### config.mk
export PLATFORM = sky130hd
export DESIGN_NAME = mem_access_unit
export DESIGN_NICKNAME = d
export VERILOG_FILES = /design/src/rtl/mem_access_unit.sv
export SDC_FILE = /design/constraint.sdc
export NUM_CORES = 1
export LEC_CHECK = 0
export ABC_AREA = 1
export CAP_MARGIN = 0
export CORE_MARGIN = 5
export CORE_UTILIZATION = 39
export CTS_BUF_LIST = sky130_fd_sc_hd__clkbuf_4 sky130_fd_sc_hd__clkbuf_8
export DETAILED_ROUTE_END_ITERATION = 7
export PLACE_DENSITY = 0.81
export SLEW_MARGIN = 15
export SYNTH_ARGS = -nofsm -noshare
export SYNTH_HDL_FRONTEND = slang
export SYNTH_SLANG_ARGS = --single-unit
### constraint.sdc
create_clock -name clk -period 1.25 [get_ports clk]
set_input_delay 0.25 -clock clk [delete_from_list [all_inputs] [get_ports clk]]
set_output_delay 0.25 -clock clk [all_outputs]
set_load 0.02 [all_outputs]
### src/rtl/mem_access_unit.sv
`default_nettype none
// ============================================================================
// Module   : mem_access_unit
// Purpose  : Memory-stage load/store unit bridging the pipeline to a req/ack
//            data bus, with byte-lane steering and load extension.
// Option   : MEM_MISALIGN_TRAP_EN - trap misaligned H/W accesses instead of
//            truncating the address.
// Revision : 1.0 - initial release
// ============================================================================
module mem_access_unit #(
  parameter int DATA_WIDTH = 32
) (
  input  logic                  clk,
  input  logic                  rst,
  input  logic                  MemRead_m,
  input  logic                  MemStore_m,
  input  logic [2:0]            MemCtrl_m,
  input  logic [DATA_WIDTH-1:0] aluResult_m,
  input  logic [DATA_WIDTH-1:0] writeData_m,
  output logic                  stall_m,
  output logic [DATA_WIDTH-1:0] readData_m,
  output logic                  mem_req,
  output logic                  mem_we,
  output logic [DATA_WIDTH-1:0] mem_addr,
  output logic [3:0]            mem_be,
  output logic [DATA_WIDTH-1:0] mem_wdata,
  input  logic                  mem_ack,
  input  logic [DATA_WIDTH-1:0] mem_rdata,
  output logic                  misalign_fault
);

  typedef enum logic [1:0] {
    IDLE = 2'd0,
    REQ  = 2'd1,
    DONE = 2'd2
  } state_t;

  state_t                r_state;
  logic                  r_req;
  logic                  r_we;
  logic [DATA_WIDTH-1:0] r_addr;
  logic [3:0]            r_be;
  logic [DATA_WIDTH-1:0] r_wdata;
  logic [DATA_WIDTH-1:0] r_rdata;
  logic [2:0]            r_ctrl;
  logic [1:0]            r_off;
  logic                  r_fault;

  logic                  w_access;
  logic                  w_misalign;
  logic [3:0]            w_be;
  logic [DATA_WIDTH-1:0] w_wdata;
  logic [DATA_WIDTH-1:0] w_shb;
  logic [DATA_WIDTH-1:0] w_shh;
  logic [DATA_WIDTH-1:0] w_load;

  assign w_access = MemRead_m | MemStore_m;

`ifdef MEM_MISALIGN_TRAP_EN
  // ctrl[1] set means word (including the undefined codes); ctrl[0] means half
  assign w_misalign = MemCtrl_m[1] ? (aluResult_m[1:0] != 2'b00)
                                   : (MemCtrl_m[0] & aluResult_m[0]);
`else
  assign w_misalign = 1'b0;
`endif

  always_comb begin
    w_be    = 4'b1111;
    w_wdata = writeData_m;
    if (!MemCtrl_m[1]) begin
      if (MemCtrl_m[0]) begin
        w_be    = aluResult_m[1] ? 4'b1100 : 4'b0011;
        w_wdata = {2{writeData_m[15:0]}};
      end else begin
        w_be    = 4'b0001 << aluResult_m[1:0];
        w_wdata = {4{writeData_m[7:0]}};
      end
    end
  end

  assign w_shb = mem_rdata >> {r_off, 3'b000};
  assign w_shh = mem_rdata >> {r_off[1], 4'b0000};

  always_comb begin
    w_load = mem_rdata;
    if (!r_ctrl[1]) begin
      if (r_ctrl[0])
        w_load = r_ctrl[2] ? {16'h0000, w_shh[15:0]} : {{16{w_shh[15]}}, w_shh[15:0]};
      else
        w_load = r_ctrl[2] ? {24'h000000, w_shb[7:0]} : {{24{w_shb[7]}}, w_shb[7:0]};
    end
  end

  always_ff @(posedge clk) begin
    if (rst) begin
      r_state <= IDLE;
      r_req   <= 1'b0;
      r_we    <= 1'b0;
      r_addr  <= '0;
      r_be    <= 4'b0000;
      r_wdata <= '0;
      r_rdata <= '0;
      r_ctrl  <= 3'b000;
      r_off   <= 2'b00;
      r_fault <= 1'b0;
    end else begin
      case (r_state)
        IDLE: begin
          r_fault <= 1'b0;
          if (w_access) begin
            r_addr  <= {aluResult_m[DATA_WIDTH-1:2], 2'b00};
            r_off   <= aluResult_m[1:0];
            r_ctrl  <= MemCtrl_m;
            r_we    <= MemStore_m;
            r_be    <= w_be;
            r_wdata <= w_wdata;
            if (w_misalign) begin
              r_fault <= 1'b1;
              r_state <= DONE;
            end else begin
              r_req   <= 1'b1;
              r_state <= REQ;
            end
          end
        end
        REQ: begin
          if (mem_ack) begin
            r_req <= 1'b0;
            if (!r_we)
              r_rdata <= w_load;
            r_state <= DONE;
          end
        end
        DONE: begin
          r_fault <= 1'b0;
          r_state <= IDLE;
        end
        default: r_state <= IDLE;
      endcase
    end
  end

  // Stall must rise in the same cycle the access appears, hence combinational
  assign stall_m        = !rst && (((r_state == IDLE) && w_access) || (r_state == REQ));
  assign mem_req        = r_req;
  assign mem_we         = r_we;
  assign mem_addr       = r_addr;
  assign mem_be         = r_be;
  assign mem_wdata      = r_wdata;
  assign readData_m     = r_rdata;
  assign misalign_fault = r_fault;

endmodule
`default_nettype wire

After elaboration in Yosys (flattened, before gate mapping)
Cells that the tools add are included. W data, S select, Z words.

Shift-type cells: 3. Reduce and logical (&&, ||, !) cells: 10. Eq/ne operators: 3. Bitwise gates (word level): 2. Muxes and demuxes: 15.

Operators with widths (count): $mux W32 (6); $shr A32 B5 Y16 (1); $shr A32 B5 Y8 (1); $mux W4 (3); $reduce_and A3 Y1 (2); $mux W2 (2); $ne A2 B2 Y1 const B (2); $pmux W2 S2 (1); $reduce_and A2 Y1 (2); $shl A1 B2 Y4 const A (1); $eq A2 B1 Y1 const B (1); $logic_and A1 B1 Y1 (2); $logic_not A2 Y1 (1); $mux W1 (2); $pmux W1 S2 (1); $reduce_bool A2 Y1 (1); $logic_not A1 Y1 (1); $logic_or A1 B1 Y1 (1); $not A1 Y1 (1); $or A1 B1 Y1 (1).

Word-level logic and storage cells: 42. Output and inout bits: 104. Register bits: 107. Input port bits: 104.

Logic depth before layout (Yosys ltp)
Depth in word-level cells: 4. Gate-level depth with buffers: 12. Depth with buffers taken out: 9.

Worst setup path before layout
OpenSTA, ideal clock, no wires.

Path kind: register to output. From: register r_state[1]. To: output stall_m. Buffers on the path: 2. Arrival: 1.165 ns. Path slack: -0.165 ns. Data required time: 1.000 ns. Stages on the path, launching flop included: 6. Cells stage by stage: dfxtp_1 -> nor2_1 -> nand2_1 -> buf_2 -> buf_2 -> a21oi_1.

Cells in the longest elaborated chain, start to end: 4. Elaborated cells between the ends (all ways): 5. Those cells by class: eq/ne (1); reduce/logical (4).

Ends and longest elaborated chain: from (decl) (line 38) `state_t r_state;`; from (signal assigned) (line 96) `r_state <= IDLE;`; from (signal assigned) (line 119) `r_state <= DONE;`; from (signal assigned) (line 122) `r_state <= REQ;`; $logic_not A2 Y1 (line 144) `assign stall_m = !rst && (((r_state == IDLE) && w_access) || (r_state == REQ));`; $logic_and A1 B1 Y1 (line 144); $logic_or A1 B1 Y1 * (line 144); $logic_and A1 B1 Y1 * (line 144); to (decl) (line 20) `output logic stall_m,`.

Mark *: on every way between the ends. The rest lies on a longest branch, timed or not.

Worst setup path after layout
From: register r_state[0]. To: output stall_m.

The elaborated chain is that of the path after synthesis.

==> results.sh <==
export IMPL_status="finished, violations left"
export IMPL_violations="negative setup slack"
export IMPL_routed_wl_mm=18.4
export IMPL_filler_cell_count=857
export IMPL_fin_crit_sh=1.18
export IMPL_drt_iter0_drc=444
export IMPL_first_global_vias=5426
export IMPL_rsz0062_at_grt="yes"
export IMPL_worst_slack_ns=-0.227
export IMPL_cts_hold_buf=0
export IMPL_async_reset_ff_frac=0
export IMPL_fmax_mhz=677
export IMPL_synth_seq_cells=107
export IMPL_dp_cells=991
export IMPL_track_usage=0.246
export IMPL_antenna_left=0
export IMPL_clock_skew_final_ns=0.0113
export IMPL_final_max_slew_viol_count=0
export IMPL_synth_area_top_cells="dfxtp_1, o21ai_0, a21oi_1"
export IMPL_synth_top_area_cell="dfxtp_1"
export IMPL_cpPeakStageDelay_ns=0.36
export IMPL_routed_via_count=5468
export IMPL_layout_commonest_cell="clkdlybuf4s50_1"
export IMPL_yosysUniqueCellTypes=27
export IMPL_chipWidth_um=119
export IMPL_final_setup_tns_ns=-12.40
export IMPL_fin_util=0.707
export IMPL_yosysWarningCount=0
export IMPL_dpl_hpwl_mm=11.5
export IMPL_grt_start_max_net_pins=40
export IMPL_nNetsFinal=992
export IMPL_crit_type="register to primary output"
export IMPL_endpoint_kind="primary output"
export IMPL_leakage_nw=3.67
export IMPL_cp_start_kind="register"
export IMPL_power_density_mw_per_mm2=1190
export IMPL_antenna_found_initial=0
export IMPL_syn_area_mm2=0.00462
export IMPL_area_growth_pct=76.2
export IMPL_synth_edff_count=0
export IMPL_synthCells=634
export IMPL_cts_buffers=9
export IMPL_finalNonFillerCells=1036
export IMPL_ios=208
export IMPL_synth_top_cell_area_share=0.464
export IMPL_clock_root_buffer="clkbuf_8"
export IMPL_slowest_stage="dfxtp_2"
export IMPL_finalSetupViolations=105
export IMPL_port_buffers=204
export IMPL_grt_pass1_wl_mm=27.9
export IMPL_drtPass1Iterations=7
export IMPL_period_needed_ns=1.48
export IMPL_grt_overflow=0
export IMPL_clk_latency_ns=0.38
export IMPL_worstPathArrival_ns=1.23
export IMPL_clk_pin_slew_ns=0.11
export IMPL_dieArea_mm2=0.0141
export IMPL_layout_common_cells="clkdlybuf4s50_1, dfxtp_1, buf_2"
export IMPL_cp_required_ns=1.00
export IMPL_clk_path_buf_depth=2
export IMPL_ir_drop_uv=866
export IMPL_hold_viol=0
export IMPL_via_per_inst=5.28
export IMPL_yosysSeqAreaShare=0.464
export IMPL_dieHeight_um=119
export IMPL_avgSynthCellArea_um2=7.29
export IMPL_start_util=0.401
export IMPL_diodes=0
export IMPL_routedWlPerCell_um=17.7
export IMPL_drive_above_1_share=0.394
export IMPL_cts_tree="done"
export IMPL_rows=39
export IMPL_worstHoldPathType="input port to register"
export IMPL_route_detailed_drc=0
export IMPL_critPathMaxFanout=2
export IMPL_drv_cap=0
export IMPL_htreeDepth=3
export IMPL_whs_ns=0.454
export IMPL_clkSinkCount=107
export IMPL_synth_top_flop_cell="dfxtp_1"
export IMPL_crit_chain="inv_2 > nor2_4 > inv_1 > a21oi_2 > buf_6"
export IMPL_gp_congestion=0.895
export IMPL_core_mm2=0.0115
cell families (layout without fill, tap and decap cells):
| logic type | Yosys count | after routing | share of synthesized area |
|---|---|---|---|
| AO/OA/AOI/OAI | 219 | 219 | 0.258 |
| buffers and inverters | 100 | 357 | 0.0942 |
| flip-flops | 107 | 107 | 0.464 |
| other | 1 | 3 | 0.000812 |
| AND/OR/NAND/NOR | 207 | 207 | 0.184 |
layer usage:
metal  global-route usage  part of all wire  vias up  routed length (µm)
met5                    0                 0        -                   0
met4                0.103             0.024        0                 444
met3               0.0972              0.11       40                2010
met2                0.419              0.49      294                9000
met1                0.276              0.38     2533                6900
li1                     -                 -     2601                   -
stage by stage:
step           area, µm²  power [W]  setup slack, ns
2_1_floorplan       4640    0.00539          -0.0633
3_3_place_gp        7120    0.00680           -0.711
3_5_place_dp        7120    0.00683           -0.753
4_1_cts             7720    0.00938           -0.246
5_1_grt             8140     0.0101           -0.306
6_report            8140    0.00967           -0.227
worst paths after layout:
path                                    from                           to  slack, ns  depth (start not counted)
setup / recovery     r_state[0]$_SDFFE_PP0P_                      stall_m      -0.23                          5
hold / removal               aluResult_m[30]    mem_addr[30]$_SDFFE_PP0P_       0.45                          3
setup reg to reg     r_state[0]$_SDFFE_PP0P_  readData_m[25]$_SDFFE_PP0P_      -0.22                         10
hold reg to reg   mem_wdata[22]$_SDFFE_PP0P_   mem_wdata[22]$_SDFFE_PP0P_       0.47                          2
flip-flops by register name, summed over array words and instances (netlist names):
register	cells
mem_be	4
mem_addr	30
mem_wdata	32
mem_req	1
readData_m	32
r_off	2
r_ctrl	3
r_state	2
mem_we	1
synthesized netlist by cell type, types with 3 or more instances:
| cell type | count |
|---|---|
| a211oi_1 | 6 |
| a21oi_1 | 85 |
| nand2_2 | 3 |
| o211ai_1 | 10 |
| o21ai_0 | 101 |
| dfxtp_1 | 107 |
| a31oi_1 | 3 |
| buf_4 | 4 |
| clkbuf_1 | 24 |
| buf_2 | 13 |
| nor2_2 | 3 |
| nor2_1 | 79 |
| inv_2 | 3 |
| inv_1 | 48 |
| a21oi_2 | 11 |
| nand2_4 | 4 |
| nand3_1 | 20 |
| nand2_1 | 97 |
timing repair:
action,in CTS,in global routing
endpoints found under the setup margin,200,113
pin swaps,48,24
setup buffers,14,8
resized for setup,583,116
gates cloned,10,1
power breakdown:
part / switching [W] / leakage [nW] / total (W) / internal, W
Sequential: 0.000217 / 0.887 / 0.00396 / 0.00374
Combinational: 0.00190 / 2.69 / 0.00349 / 0.00160
Clock: 0.00128 / 0.0923 / 0.00222 / 0.000937
Total: 0.00339 / 3.67 / 0.00967 / 0.00628
area by class of cell:
| cell class | instances | area (µm²) | share of cell area |
|---|---|---|---|
| Clock buffer | 9 | 124 | 0.0152 |
| Clock inverter | 7 | 75.1 | 0.00922 |
| Inverter | 54 | 236 | 0.0291 |
| Multi-Input combinational cell | 429 | 2680 | 0.330 |
| Sequential cell | 107 | 2150 | 0.265 |
| Tap cell | 143 | 179 | 0.0220 |
| Timing Repair Buffer | 287 | 2690 | 0.330 |
critical path, delay by kind of cell, from the launching register on:
family	cells	cell delay, ns
AO/OA/AOI/OAI	1	0.15
buffers and inverters	3	0.24
flip-flops	1	0.36
AND/OR/NAND/NOR	1	0.09
No activity file was read; power rests on OpenSTA's default activity.
